## config.mk

```make
export PLATFORM = sky130hd
export DESIGN_NAME = ghost_collision_ctrl
export DESIGN_NICKNAME = d
export VERILOG_FILES = /design/src/rtl/ghost_collision_ctrl.sv
export SDC_FILE = /design/constraint.sdc
export NUM_CORES = 1
export LEC_CHECK = 0
export CORE_MARGIN = 8
export CORE_UTILIZATION = 55
export DETAILED_ROUTE_END_ITERATION = 10
export GPL_ROUTABILITY_DRIVEN = 0
export GPL_TIMING_DRIVEN = 0
export PLACE_DENSITY = 0.8
export SYNTH_ARGS = -nofsm -noshare
export SYNTH_HDL_FRONTEND = slang
export SYNTH_SLANG_ARGS = --single-unit
export TNS_END_PERCENT = 50
```

## constraint.sdc

```tcl
create_clock -name Clk -period 2.1 [get_ports Clk]
set_input_delay 0.21 -clock Clk [delete_from_list [all_inputs] [get_ports Clk]]
set_output_delay 0.21 -clock Clk [all_outputs]
set_load 0.03 [all_outputs]
```

## src/rtl/ghost_collision_ctrl.sv

```systemverilog
// Ghost collision / game-state controller.
// Counts Pac-Man/ghost overlap pixels per VGA frame and decides at each frame
// boundary whether a collision occurred, running the PLAY/HIT/OVER game FSM.
// Optional macro GHOST_COLLISION_LIVES_EN enables multi-life play; without it
// the first collision always ends the game and lives reads as 0.
module ghost_collision_ctrl #(
  parameter int PLAYFIELD_H   = 352,
  parameter int HIT_THRESHOLD = 4,
  parameter int HIT_FRAMES    = 60,
  parameter int START_LIVES   = 3
) (
  input  logic       Clk,
  input  logic       Reset,
  input  logic       frame_clk,
  input  logic       pixel_valid,
  input  logic [9:0] DrawX,
  input  logic [9:0] DrawY,
  input  logic       is_ball,
  input  logic       is_red_evil,
  input  logic       is_green_evil,
  input  logic       is_blue_evil,
  input  logic       restart,
  output logic       is_collision_red,
  output logic       is_collision_green,
  output logic       is_collision_blue,
  output logic       freeze,
  output logic       game_over,
  output logic [1:0] lives
);

  typedef enum logic [1:0] {PLAY, HIT, OVER} state_t;

`ifdef GHOST_COLLISION_LIVES_EN
  localparam logic [1:0] LIVES_INIT = 2'(START_LIVES);
`else
  localparam logic [1:0] LIVES_INIT = 2'd0;
`endif

  logic       fsync1, fsync2, fsync3, frame_tick;
  logic       restart_d, restart_edge;
  state_t     state, state_n;
  logic [1:0] lives_q, lives_n;
  logic [2:0] col_q, col_n;
  logic [7:0] frame_cnt, frame_cnt_n;
  logic       freeze_q, freeze_n, game_over_q, game_over_n;
  logic [7:0] cnt_r, cnt_g, cnt_b;
  logic       ov_r, ov_g, ov_b;
  logic       hit_r, hit_g, hit_b, any_hit;
  logic       unused_ok;

  // DrawX is only of debug interest; START_LIVES is ignored in single-life builds
  assign unused_ok = ^{DrawX, 2'(START_LIVES)};

  assign restart_edge = restart & ~restart_d;

  assign ov_r = pixel_valid & is_ball & is_red_evil   & (DrawY < 10'(PLAYFIELD_H));
  assign ov_g = pixel_valid & is_ball & is_green_evil & (DrawY < 10'(PLAYFIELD_H));
  assign ov_b = pixel_valid & is_ball & is_blue_evil  & (DrawY < 10'(PLAYFIELD_H));

  assign hit_r   = cnt_r >= 8'(HIT_THRESHOLD);
  assign hit_g   = cnt_g >= 8'(HIT_THRESHOLD);
  assign hit_b   = cnt_b >= 8'(HIT_THRESHOLD);
  assign any_hit = hit_r | hit_g | hit_b;

  // Synchronise VGA_VS into the Clk domain and make a one-cycle tick on its rising edge
  always_ff @(posedge Clk or posedge Reset) begin
    if (Reset) begin
      fsync1     <= 1'b0;
      fsync2     <= 1'b0;
      fsync3     <= 1'b0;
      frame_tick <= 1'b0;
      restart_d  <= 1'b0;
    end else begin
      fsync1     <= frame_clk;
      fsync2     <= fsync1;
      fsync3     <= fsync2;
      frame_tick <= fsync2 & ~fsync3;
      restart_d  <= restart;
    end
  end

  // Saturating per-ghost overlap counters, cleared each frame and idle outside PLAY
  always_ff @(posedge Clk or posedge Reset) begin
    if (Reset) begin
      cnt_r <= 8'd0;
      cnt_g <= 8'd0;
      cnt_b <= 8'd0;
    end else if (restart_edge || frame_tick || state != PLAY) begin
      cnt_r <= 8'd0;
      cnt_g <= 8'd0;
      cnt_b <= 8'd0;
    end else begin
      if (ov_r && cnt_r != 8'hFF) cnt_r <= cnt_r + 8'd1;
      if (ov_g && cnt_g != 8'hFF) cnt_g <= cnt_g + 8'd1;
      if (ov_b && cnt_b != 8'hFF) cnt_b <= cnt_b + 8'd1;
    end
  end

  // Game state register together with its registered outputs
  always_ff @(posedge Clk or posedge Reset) begin
    if (Reset) begin
      state       <= PLAY;
      lives_q     <= LIVES_INIT;
      col_q       <= 3'b000;
      frame_cnt   <= 8'd0;
      freeze_q    <= 1'b0;
      game_over_q <= 1'b0;
    end else begin
      state       <= state_n;
      lives_q     <= lives_n;
      col_q       <= col_n;
      frame_cnt   <= frame_cnt_n;
      freeze_q    <= freeze_n;
      game_over_q <= game_over_n;
    end
  end

  // Next-state logic: restart wins, otherwise decisions happen only on frame ticks
  always_comb begin
    state_n     = state;
    lives_n     = lives_q;
    col_n       = col_q;
    frame_cnt_n = frame_cnt;
    if (restart_edge) begin
      state_n     = PLAY;
      lives_n     = LIVES_INIT;
      col_n       = 3'b000;
      frame_cnt_n = 8'd0;
    end else if (frame_tick) begin
      case (state)
        PLAY: begin
          if (any_hit) begin
            col_n       = {hit_r, hit_g, hit_b};
            frame_cnt_n = 8'(HIT_FRAMES);
            state_n     = HIT;
`ifdef GHOST_COLLISION_LIVES_EN
            lives_n     = (lives_q != 2'd0) ? lives_q - 2'd1 : 2'd0;
`endif
          end
        end
        HIT: begin
          if (frame_cnt <= 8'd1) begin
            frame_cnt_n = 8'd0;
`ifdef GHOST_COLLISION_LIVES_EN
            if (lives_q == 2'd0) begin
              state_n = OVER;
            end else begin
              col_n   = 3'b000;
              state_n = PLAY;
            end
`else
            state_n = OVER;
`endif
          end else begin
            frame_cnt_n = frame_cnt - 8'd1;
          end
        end
        OVER: begin
          state_n = OVER;
        end
        default: begin
          state_n = PLAY;
        end
      endcase
    end
    freeze_n    = (state_n != PLAY);
    game_over_n = (state_n == OVER);
  end

  assign is_collision_red   = col_q[2];
  assign is_collision_green = col_q[1];
  assign is_collision_blue  = col_q[0];
  assign freeze             = freeze_q;
  assign game_over          = game_over_q;
  assign lives              = lives_q;

endmodule

```

==> impl_results.md, run 1 <==
- Area Growth Syn to Fin: 14.2%
- Fraction of layout cells with a size suffix above 1: 0.0935
- Post-DP HPWL: 3.95 mm
- Final period utilization: 0.882
- YS warnings: 0
- Die X: 85.4 um
- Clock-pin slew on the worst setup and hold paths: 0.08 ns
- Tot Pwr: 1670 uW
- Leading cell type in the layout, fill and taps excluded: dfrtp_1
- RSZ-0062 raised after global routing: false
- Synth top area cells: dfrtp_1 42%, a21oi_1 4.0%, ha_1 3.8%
- H-tree depth: 2
- Max incr delay on CP: 0.44 ns
- GRT Total Usage: 0.170
- Reg2reg setup slack: 0.25 ns
- Clock Latency Late Sink: 0.30 ns
- Crit path DAT: 2.08 ns
- DRT Pass-1 Iters: 4
- Post-CTS setup buffers: 0
- Hold_buf cts: 0
- Post-synthesis area per instance: 9.36 um2
- Mapped Area: 2650 um2
- Sequential fraction of the synthesis area: 0.416
- Port Buffers: 18
- Slowest cell on crit path: or3_1
- Crit Path Class: register to register
- Status: finished, final reports clean
- Commonest non-fill, non-tap cells in the layout: 44 x dfrtp_1, 21 x a21oi_1, 18 x clkdlybuf4s50_1, 17 x nand3_1
- First-pass GRT wire length: 10.2 mm
- Post-synth top area share: 0.416
- Starting Density: 0.565
- CTS Buf Count: 5
- IO Count: 36
- Fmax: 0.540 GHz
- Reg2Reg Launch Point: frame_cnt[0]$_DFFE_PP0P_
- Synth Flop Type: dfrtp_1
- CTS tree: done
- Post-Synthesis Cells: 283
- Via/cell ratio: 6.23
- Maximum clock path buffer count: 2
- FF-to-FF path depth: 6
- Largest net degree at the start of global routing: 44
- Fin crit period: 1.85 ns
- Slack of the critical path: 0.248 ns
- CP Launch Type: register
- Die height: 85.4 um
- Crit end category: register
- Clk_skew: 0.00701 ns
- Reg-to-Reg End: state[1]$_DFF_PP0_
- CP startpoint: frame_cnt[0]$_DFFE_PP0P_
- Worst Path Required: 2.32 ns
- Leading area contributor after synthesis: dfrtp_1
- # clock sinks: 44
- Post-CTS sizing: 0
- Worst vdd ir: 0.357 mV
- Worst-margin pin slew: 0.653 ns
- Final hold violation count: 0
- Nets: 346
- Fin util: 0.645
- Setup violators final: 0
- Drt initial violations: 165
- DRC errors left: 0
- Slew headroom: 0.554
- Final wirelength: 5.72 mm
- Asr flop ratio synth: 1.00
- Row count: 25
- Core area: 4690 um2
- GR Overflow Total: 0
- Die ar.: 7290 um2
- Setup WS pre-CTS: 0.0836 ns
- P_leak: 0.00119 uW
- Worst hold path type: input port to async pin
- Unique masters post-synth: 55
- Antenna violations before repair: 0
- Vias in the first global route: 2223
- Vias: 2267
- CP Cell Sequence: inv_1 -> ha_1 -> or2_1 -> nand3_2 -> or3_1 -> a21oi_1
- CTS root buffer: clkbuf_8
- Inserted Diodes: 0
- Crit-path max FO: 6
- Synth Register Bits: 44
- EDFF count, synth: 0
- PwrDens: 552 nW/um2
- Routed len/inst: 15.7 um
- Max-cap violations: 0
- Routed Antenna Nets: 0
- Slew Limit Fails: 0
registers in the layout (all words and copies together), names as in the netlist:
register    count
cnt_b           8
cnt_g           8
cnt_r           8
frame_cnt       8
col_q           3
state           2
frame_tick      1
freeze          1
fsync1          1
fsync2          1
fsync3          1
game_over       1
restart_d       1
critical path, delay by kind of cell (launching register included):
kind | cells | cell delay [ns]
compound gates | 1 | 0.17
fa+ha+maj | 1 | 0.22
buf+inv | 1 | 0.11
flops | 1 | 0.42
simple gates | 3 | 0.87
power by group:
group / switching, uW / internal, uW
clock: 291 / 353
combinational: 91.0 / 65.7
sequential: 12.2 / 857
total: 395 / 1280
layout make-up:
type | instances | area [um2]
Fill cell | 376 | 1670
Timing Repair Buffer | 19 | 200
Clock inverter | 2 | 35.0
Clock buffer | 6 | 72.6
Sequential cell | 44 | 1100
Tap cell | 54 | 67.6
Multi-Input combinational cell | 208 | 1390
Inverter | 16 | 60.1
Buffer | 15 | 98.8
synth_stat cells, types with 6 or more instances:
library cell / number
or3_1: 7
a21oi_1: 21
inv_1: 16
clkbuf_1: 6
o21ai_0: 10
ha_1: 8
nor2_1: 13
a31oi_1: 6
nand3_1: 17
dfrtp_1: 44
nand2_1: 15
o31ai_1: 10
a211oi_1: 8
or4_1: 11
stage by stage:
| step | std cells | hold WS, ns | area, um2 | setup TNS (ns) |
|---|---|---|---|---|
| finish | 364 | 0.0750 | 3020 | 0 |
| global route | 364 | 0.0655 | 3020 | 0 |
| CTS | 365 | 0.0684 | 3030 | 0 |
| detailed placement | 357 | 0.343 | 2920 | 0 |
| global placement | 356 | 0.334 | 2900 | -2.35 |
| floorplan | 284 | 0.241 | 2650 | 0 |
logic make-up after synthesis:
logic type | count (synthesis) | synth area share
and+or+nand+nor | 107 | 0.248
AOI/OAI and AO/OA | 87 | 0.221
muxes | 3 | 0.0113
DFF | 44 | 0.416
xor gates and xnor gates | 1 | 0.00331
buffers and inverters | 32 | 0.0614
adders and majority gates | 8 | 0.0378
other | 1 | 0.00142
per-layer routing:
metal | global-route usage | part of all wire | vias up
li1 | - | - | 1123
met1 | 0.220 | 0.48 | 1079
met2 | 0.269 | 0.46 | 55
met3 | 0.0405 | 0.045 | 10
met4 | 0.0637 | 0.015 | 0
met5 | 0 | 0 | -
how the worst max path moves through the flow:
stage	end	cells after the start
after CTS	state[1]$_DFF_PP0_	7
after floorplan	state[1]$_DFF_PP0_	7
after detailed placement	cnt_b[3]$_DFFE_PP0P_	6
final	state[1]$_DFF_PP0_	6
after global routing	state[1]$_DFF_PP0_	6
after global placement	cnt_b[1]$_DFFE_PP0P_	2
(Power assumes the default switching activity.)
==> run 2: changes to the inputs <==
--- a/config.mk
+++ b/config.mk
@@ -5,8 +5,10 @@
 export SDC_FILE = /design/constraint.sdc
 export NUM_CORES = 1
 export LEC_CHECK = 0
+export ABC_CLOCK_PERIOD_IN_PS = 2100
 export CORE_MARGIN = 8
 export CORE_UTILIZATION = 55
+export CTS_CLUSTER_SIZE = 12
 export DETAILED_ROUTE_END_ITERATION = 10
 export GPL_ROUTABILITY_DRIVEN = 0
 export GPL_TIMING_DRIVEN = 0
==> results of run 2 <==
No change in the layout: final DEF, timing and power equal those of run 1.
